**src/rtl/icache_pkg.sv**
```systemverilog
// icache_pkg: shared types and constants for the direct-mapped icache.
// FSM states, the fetch NOP and address-field helpers.
package icache_pkg;

  typedef enum logic [1:0] {
    IDLE,
    REFILL,
    RESPOND
  } state_t;

  localparam logic [31:0] NOP = 32'h00000013;
  localparam int XLEN = 32;
  localparam int BYTE_BITS = 2;

  function automatic int idx_lsb(int words);
    return $clog2(words) + BYTE_BITS;
  endfunction

  function automatic int tag_lsb(int lines, int words);
    return $clog2(lines) + $clog2(words) + BYTE_BITS;
  endfunction

endpackage

```
**src/rtl/icache_if.sv**
```systemverilog
// icache_if: fetch request/response and memory refill signals.
// slave is the cache side, master is the fetch/memory side.
interface icache_if;

  logic        addr_ready;
  logic [31:0] addr;
  logic        cache_ack;
  logic [31:0] inst;
  logic        flush;
  logic        mem_req;
  logic [31:0] mem_addr;
  logic        mem_ack;
  logic [31:0] mem_rdata;

  modport slave (
    input  addr_ready, addr, flush,
    input  mem_ack, mem_rdata,
    output cache_ack, inst,
    output mem_req, mem_addr
  );

  modport master (
    output addr_ready, addr, flush,
    output mem_ack, mem_rdata,
    input  cache_ack, inst,
    input  mem_req, mem_addr
  );

endinterface

```
**src/rtl/icache_array.sv**
```systemverilog
// icache_array: valid/tag/data storage, one async read port,
// one word write port plus tag/valid fill and flush-clear.
module icache_array #(
  parameter int LINES = 16,
  parameter int WORDS = 4,
  parameter int TB    = 24
) (
  input  logic                     clk,
  input  logic                     rst,
  input  logic                     flush,
  input  logic [$clog2(LINES)-1:0] rd_idx,
  input  logic [$clog2(WORDS)-1:0] rd_off,
  output logic                     rd_valid,
  output logic [TB-1:0]            rd_tag,
  output logic [31:0]              rd_word,
  input  logic                     wr_en,
  input  logic [$clog2(LINES)-1:0] wr_idx,
  input  logic [$clog2(WORDS)-1:0] wr_off,
  input  logic [31:0]              wr_word,
  input  logic                     fill_en,
  input  logic [TB-1:0]            fill_tag,
  input  logic                     fill_valid
);

  logic [LINES-1:0] valid;
  logic [TB-1:0]    tags [LINES];
  logic [31:0]      data [LINES][WORDS];

  assign rd_valid = valid[rd_idx];
  assign rd_tag   = tags[rd_idx];
  assign rd_word  = data[rd_idx][rd_off];

  // flush outranks a same-edge fill so a flushed refill never goes valid
  always_ff @(posedge clk or negedge rst) begin
    if (!rst) begin
      valid <= '0;
    end else if (flush) begin
      valid <= '0;
    end else if (fill_en) begin
      valid[wr_idx] <= fill_valid;
    end
  end

  always_ff @(posedge clk) begin
    if (fill_en) tags[wr_idx] <= fill_tag;
    if (wr_en) data[wr_idx][wr_off] <= wr_word;
  end

endmodule

```
**src/rtl/icache_direct.sv**
```systemverilog
// icache_direct: direct-mapped read-only icache, zero-latency hits,
// in-order word refill on miss followed by one registered response.
module icache_direct
  import icache_pkg::*;
#(
  parameter int LINES = 16,
  parameter int WORDS = 4
) (
  input  logic   clk,
  input  logic   rst,
  icache_if.slave bus
);

  localparam int OB = $clog2(WORDS);
  localparam int IB = $clog2(LINES);
  localparam int IL = idx_lsb(WORDS);
  localparam int TL = tag_lsb(LINES, WORDS);
  localparam int TB = XLEN - TL;
  localparam logic [OB-1:0] LAST = OB'(WORDS - 1);

  state_t state, next;
  logic [XLEN-1:BYTE_BITS] req;
  logic [OB-1:0] beat;
  logic          drop;

  logic [OB-1:0] a_off, r_off, rd_off;
  logic [IB-1:0] a_idx, r_idx, rd_idx;
  logic [TB-1:0] a_tag, r_tag, rd_tag;
  logic          rd_valid, hit, wr_en, fill_en;
  logic [31:0]   rd_word;

  assign a_off = bus.addr[IL-1:BYTE_BITS];
  assign a_idx = bus.addr[TL-1:IL];
  assign a_tag = bus.addr[XLEN-1:TL];
  assign r_off = req[IL-1:BYTE_BITS];
  assign r_idx = req[TL-1:IL];
  assign r_tag = req[XLEN-1:TL];

  assign rd_idx = (state == IDLE) ? a_idx : r_idx;
  assign rd_off = (state == IDLE) ? a_off : r_off;
  assign hit    = rd_valid && (rd_tag == a_tag);

  icache_array #(
    .LINES(LINES),
    .WORDS(WORDS),
    .TB   (TB)
  ) u_array (
    .clk       (clk),
    .rst       (rst),
    .flush     (bus.flush),
    .rd_idx    (rd_idx),
    .rd_off    (rd_off),
    .rd_valid  (rd_valid),
    .rd_tag    (rd_tag),
    .rd_word   (rd_word),
    .wr_en     (wr_en),
    .wr_idx    (r_idx),
    .wr_off    (beat),
    .wr_word   (bus.mem_rdata),
    .fill_en   (fill_en),
    .fill_tag  (r_tag),
    .fill_valid(!drop)
  );

  always_comb begin
    next          = state;
    bus.cache_ack = 1'b0;
    bus.inst      = '0;
    bus.mem_req   = 1'b0;
    bus.mem_addr  = {req[XLEN-1:IL], beat, 2'b00};
    wr_en         = 1'b0;
    fill_en       = 1'b0;
    unique case (state)
      IDLE: begin
        if (bus.addr_ready) begin
          if (hit) begin
            bus.cache_ack = 1'b1;
            bus.inst      = rd_word;
          end else begin
            next = REFILL;
          end
        end
      end
      REFILL: begin
        bus.mem_req = 1'b1;
        if (bus.mem_ack) begin
          wr_en = 1'b1;
          if (beat == LAST) begin
            fill_en = 1'b1;
            next    = RESPOND;
          end
        end
      end
      RESPOND: begin
        bus.cache_ack = 1'b1;
        bus.inst      = rd_word;
        next          = IDLE;
      end
      default: next = IDLE;
    endcase
  end

  always_ff @(posedge clk or negedge rst) begin
    if (!rst) begin
      state <= IDLE;
      req   <= '0;
      beat  <= '0;
      drop  <= 1'b0;
    end else begin
      state <= next;
      if (state == IDLE && bus.addr_ready && !hit) begin
        req  <= bus.addr[XLEN-1:BYTE_BITS];
        beat <= '0;
      end else if (wr_en) begin
        beat <= beat + OB'(1);
      end
      if (state == RESPOND) begin
        drop <= 1'b0;
      end else if (state == REFILL && bus.flush) begin
        drop <= 1'b1;
      end
    end
  end

endmodule

```
**src/flat_wrapper.sv**
```systemverilog
// flat-port wrapper written by rule: the top's interface ports become plain ports
module icache_direct_flat import icache_pkg::*;
#(
  parameter int LINES = 16,
  parameter int WORDS = 4
)
  (clk, rst, bus_addr_ready, bus_addr, bus_flush, bus_mem_ack, bus_mem_rdata, bus_cache_ack, bus_inst, bus_mem_req, bus_mem_addr);
  icache_if bus_i ();
  input  logic clk;
  input  logic rst;
  input wire logic [$bits(bus_i.addr_ready)-1:0] bus_addr_ready;
  input wire logic [$bits(bus_i.addr)-1:0] bus_addr;
  input wire logic [$bits(bus_i.flush)-1:0] bus_flush;
  input wire logic [$bits(bus_i.mem_ack)-1:0] bus_mem_ack;
  input wire logic [$bits(bus_i.mem_rdata)-1:0] bus_mem_rdata;
  output wire logic [$bits(bus_i.cache_ack)-1:0] bus_cache_ack;
  output wire logic [$bits(bus_i.inst)-1:0] bus_inst;
  output wire logic [$bits(bus_i.mem_req)-1:0] bus_mem_req;
  output wire logic [$bits(bus_i.mem_addr)-1:0] bus_mem_addr;
  assign bus_i.addr_ready = bus_addr_ready;
  assign bus_i.addr = bus_addr;
  assign bus_i.flush = bus_flush;
  assign bus_i.mem_ack = bus_mem_ack;
  assign bus_i.mem_rdata = bus_mem_rdata;
  assign bus_cache_ack = bus_i.cache_ack;
  assign bus_inst = bus_i.inst;
  assign bus_mem_req = bus_i.mem_req;
  assign bus_mem_addr = bus_i.mem_addr;
  icache_direct #(.LINES(LINES), .WORDS(WORDS)) u_core (.clk(clk), .rst(rst), .bus(bus_i));
endmodule
```
**config.mk**
```make
export PLATFORM = sky130hd
export DESIGN_NAME = icache_direct_flat
export DESIGN_NICKNAME = d
export VERILOG_FILES = /design/src/rtl/icache_pkg.sv /design/src/rtl/icache_if.sv /design/src/rtl/icache_array.sv /design/src/rtl/icache_direct.sv /design/src/flat_wrapper.sv
export SDC_FILE = /design/constraint.sdc
export NUM_CORES = 2
export LEC_CHECK = 0
export BUFFER_PORTS_ARGS = -buffer_cell sky130_fd_sc_hd__buf_2
export CAP_MARGIN = 20
export CORE_ASPECT_RATIO = 1.2
export CORE_UTILIZATION = 40
export CTS_CLUSTER_DIAMETER = 40
export DETAILED_ROUTE_END_ITERATION = 16
export PLACE_DENSITY_LB_ADDON = 0.15
export SYNTH_ARGS = -nofsm -noshare
export SYNTH_HDL_FRONTEND = slang
export SYNTH_HIERARCHICAL = 1
export SYNTH_SLANG_ARGS = --single-unit
```
**constraint.sdc**
```tcl
create_clock -name clk -period 10.4 [get_ports clk]
set_clock_uncertainty 0.2 [all_clocks]
set_input_delay 1.04 -clock clk [delete_from_list [all_inputs] [get_ports clk]]
set_output_delay 1.04 -clock clk [all_outputs]
set_load 0.005 [all_outputs]
```
==> impl_results.md <==
- Result of the run: completed
- Share of post-route cells with drive strength above 1: 35.8%
- First-pass GRT wire length: 354 mm
- Routed via count divided by cell count: 5.63
- Final clock period utilization by the worst path: 74.5%
- Min-delay worst type: primary input to flip-flop
- Share of synthesized registers carrying an async set or reset: 2.05%
- CTS-repair resized insts: 0
- Starting density of the core: 40.3%
- Bufs on Longest Clock Path: 4
- Final number of setup-violating endpoints: 0
- Unique cell type count in the Yosys netlist: 51
- Proportion of power drawn by flip-flops and latches: 36.1%
- Post-synth design cell area: 95,800 µm²
- Most common cell in the netlist: edfxtp_1
- Critical Setup Path Class: flip-flop to output port
- Number of top-level pins: 135
- Top cell type by total area after synthesis: edfxtp_1
- Shortest clock period the worst path allows after layout: 7.75 ns
- Least-Margin Pin Slew: 1.15 ns
- Port Buffer Count: 130
- Power Density: 291 nW/µm²
- Yosys warns: 6
- NetSw: 9900 µW
- Mapped Avg Cell Area: 23.4 µm²
- Last weighted congestion value of the routability-driven placer: 0.736
- Pin count of the biggest net entering global routing: 120
- Die outline area: 241,000 µm²
- CP Launch Type: flip-flop
- Share of the synthesized area in the top cell type: 76.3%
- Number of global-route vias before repair: 46,759
- Clock share of power: 35.6%
- Summed area of non-filler cells in the final layout: 113,000 µm²
- Critical Path End Type: output port
- Number of antenna violations at the first check in global routing: 13
- Flip-flop and latch count after synthesis: 2,483
- Detailed-routing iteration count for the pre-antenna-repair pass: 5
- Unrepaired setup endpoints after global routing: false
- Total wire length: 252 mm
- Timing startpoint of the critical path: u_core/state[1]
- Clock-pin slew on the worst setup and hold paths: 0.05 ns
- Max-slew violation count: 0
- Global-route total usage across every layer: 20.8%
- Post-Route Setup TNS: 0 ns
- Static leakage: 0.0356 µW
- Final hold violation count: 0
- MaxCap Viol Count: 0
- Internal power of the cells: 22,900 µW
- Data required time of the critical path: 9.16 ns
- Area of combinational cells with multiple inputs: 20,800 µm²
- Clock sink count: 2,483
- Switching share of power: 30.2%
- Number of antenna-violating nets in the routed design: 0
- Total number of placement rows: 196
- Core area: 238,000 µm²
- Synth top area cells: edfxtp_1 (76%), mux4_2 (16%), dfrtp_1 (1.3%)
- Relative area change from synthesis to final layout: 17.9%
- Source of the worst hold timing path: bus_addr[2]
- Overflow after GRT: 0
- Data arrival, critical path: 6.51 ns
- Number of buffers inserted to repair setup after CTS: 0
- Maximum vdd drop: 0.342 mV
- Drt wl/cell: 31.8 µm
- Cell types with the highest counts after synthesis: edfxtp_1 (2,432), mux4_2 (685), nor2_1 (121)
- Largest fanout on the critical path: 66
- Relative contribution of combinational cells to total power: 28.3%
- Startpoint of the worst register-to-register path: u_core/state[1]
- Cells after Synth: 4,088
- TritonCTS buffer count: 346
- Deepest level of the CTS H-tree: 5
- Overall die width: 449 µm
- CTS tree: yes
- Buffer cell driving the clock tree root: clkbuf_16
- Later-pin clock latency in the skew report: 0.95 ns
- Most used flip-flop cell after synthesis: edfxtp_1
- Y dimension of the die: 538 µm
- First DRT Iteration DRCs: 3,821
- Instance area at placement: 101,000 µm²
- Estimated wirelength of the detail-placed design: 124 mm
- Final net count: 4,540
- Worst rel slew slack: 23.4%
- Highest Clock Rate: 129 MHz
- Sequential-to-total area share from yosys stat: 77.6%
- Vias: 44,527
- Number of enable-type register cells in the synthesized netlist: 2,432
- Total area of sequential cells: 74,300 µm²
- Layout fillers: 19,533
- Post-route DRC violation count: 0
[stage by stage]
step           hold slack, ns  instances  power, µW  util (%)  setup WS [ns]
2_1_floorplan           0.278       4089      18300         -           5.00
3_3_place_gp            0.294       7267      21600      42.4           3.23
3_5_place_dp            0.293       7267      21600      42.4           3.27
4_1_cts                0.0669       7881      33300      47.2           2.46
5_1_grt                 0.108       7910      34000      47.4           2.33
6_report                0.149       7912      32800      47.4           2.65
[routing by layer]
| layer | GRT usage, % | part of all wire [%] |
|---|---|---|
| met1 | 27.7 | 42 |
| met2 | 35.6 | 51 |
| met3 | 3.23 | 4.7 |
| met4 | 5.75 | 2.2 |
| met5 | 0 | 0.015 |
[logic make-up after synthesis]
logic type / synth area share [%]
AOI/OAI and AO/OA: 1.17
DFF: 77.6
xor gates and xnor gates: 0.229
other: 0.00392
muxes: 18.0
adders and majority gates: 0.0131
and+or+nand+nor: 1.56
buffers and inverters: 1.41
[worst max-delay path: stages (launching register included)]
cell and delay, ns:
dfrtp_1 0.47, nor2_4 0.33, mux2_8 0.60, buf_12 0.50
buf_4 0.85, mux4_2 0.61, mux4_2 0.52, a22oi_1 0.73
o221ai_1 0.38, nor2b_1 0.23, buf_2 0.16
[layout by cell type, fill, tap and decap left out, types with 9 or more instances in the layout]
| cell | synthesis | final |
|---|---|---|
| a21oi_1 | 24 | 24 |
| a221oi_1 | 11 | 11 |
| a22oi_1 | 29 | 29 |
| buf_12 | 0 | 33 |
| buf_2 | 81 | 130 |
| buf_4 | 57 | 113 |
| bufinv_16 | 0 | 40 |
| clkbuf_1 | 72 | 30 |
| clkbuf_16 | 0 | 352 |
| clkinv_1 | 0 | 35 |
| clkinv_2 | 0 | 35 |
| clkinv_4 | 0 | 34 |
| clkinvlp_4 | 0 | 36 |
| dfrtp_1 | 51 | 51 |
| diode_2 | 0 | 9 |
| edfxtp_1 | 2432 | 2432 |
| inv_6 | 0 | 40 |
| mux2_2 | 60 | 56 |
| mux2_4 | 27 | 27 |
| mux2i_1 | 74 | 74 |
| mux4_2 | 685 | 685 |
| nand2_1 | 76 | 76 |
| nand3_1 | 33 | 32 |
| nand4_1 | 14 | 14 |
| nor2_1 | 121 | 39 |
| nor2_4 | 1 | 82 |
| nor2b_1 | 47 | 45 |
| o211ai_1 | 12 | 12 |
| o21ai_0 | 16 | 16 |
| o221ai_1 | 11 | 11 |
| o22ai_1 | 17 | 17 |
| xnor2_1 | 24 | 24 |
[sequential cells by signal, indices dropped and copies added, names as in the netlist]
signal,count
u_core/u_array/data,2048
u_core/req,30
u_core/state,2
u_core/u_array/tags,384
u_core/drop,1
u_core/u_array/valid,16
u_core/beat,2
[path summary, 6_finish.rpt]
kind / endpoint / slack (ns) / depth (start not counted)
max: bus_inst[13] / 2.65 / 10
min: u_core/req[2] / 0.15 / 2
max reg2reg: u_core/req[11] / 4.59 / 11
min reg2reg: u_core/req[2] / 0.31 / 1
max in group asynchronous: u_core/req[10] / 8.94 / 3
min in group asynchronous: u_core/req[27] / 0.57 / 3
[final cells by class]
| type | instances | share of cell area [%] |
|---|---|---|
| Clock buffer | 382 | 7.91 |
| Sequential cell | 2483 | 65.8 |
| Multi-Input combinational cell | 1354 | 18.4 |
| Clock inverter | 231 | 2.28 |
| Tap cell | 3168 | 3.51 |
| Timing Repair Buffer | 279 | 1.97 |
| Antenna cell | 9 | 0.0200 |
| Inverter | 6 | 0.0266 |
[what timing repair did]
action	in CTS	in global routing
hold buffers	1	0
hold endpoints to repair	36	0
endpoints found under the setup margin	0	0
[power by group through the flow]
stage | logic (µW) | clock network [µW] | registers [µW]
global route | 9840 | 12300 | 11900
floorplan | 6420 | 0 | 11900
finish | 9270 | 11700 | 11900
global placement | 9520 | 0 | 12000
CTS | 9520 | 11900 | 11900
detailed placement | 9510 | 0 | 12100
No activity file was read; power rests on OpenSTA's default activity.
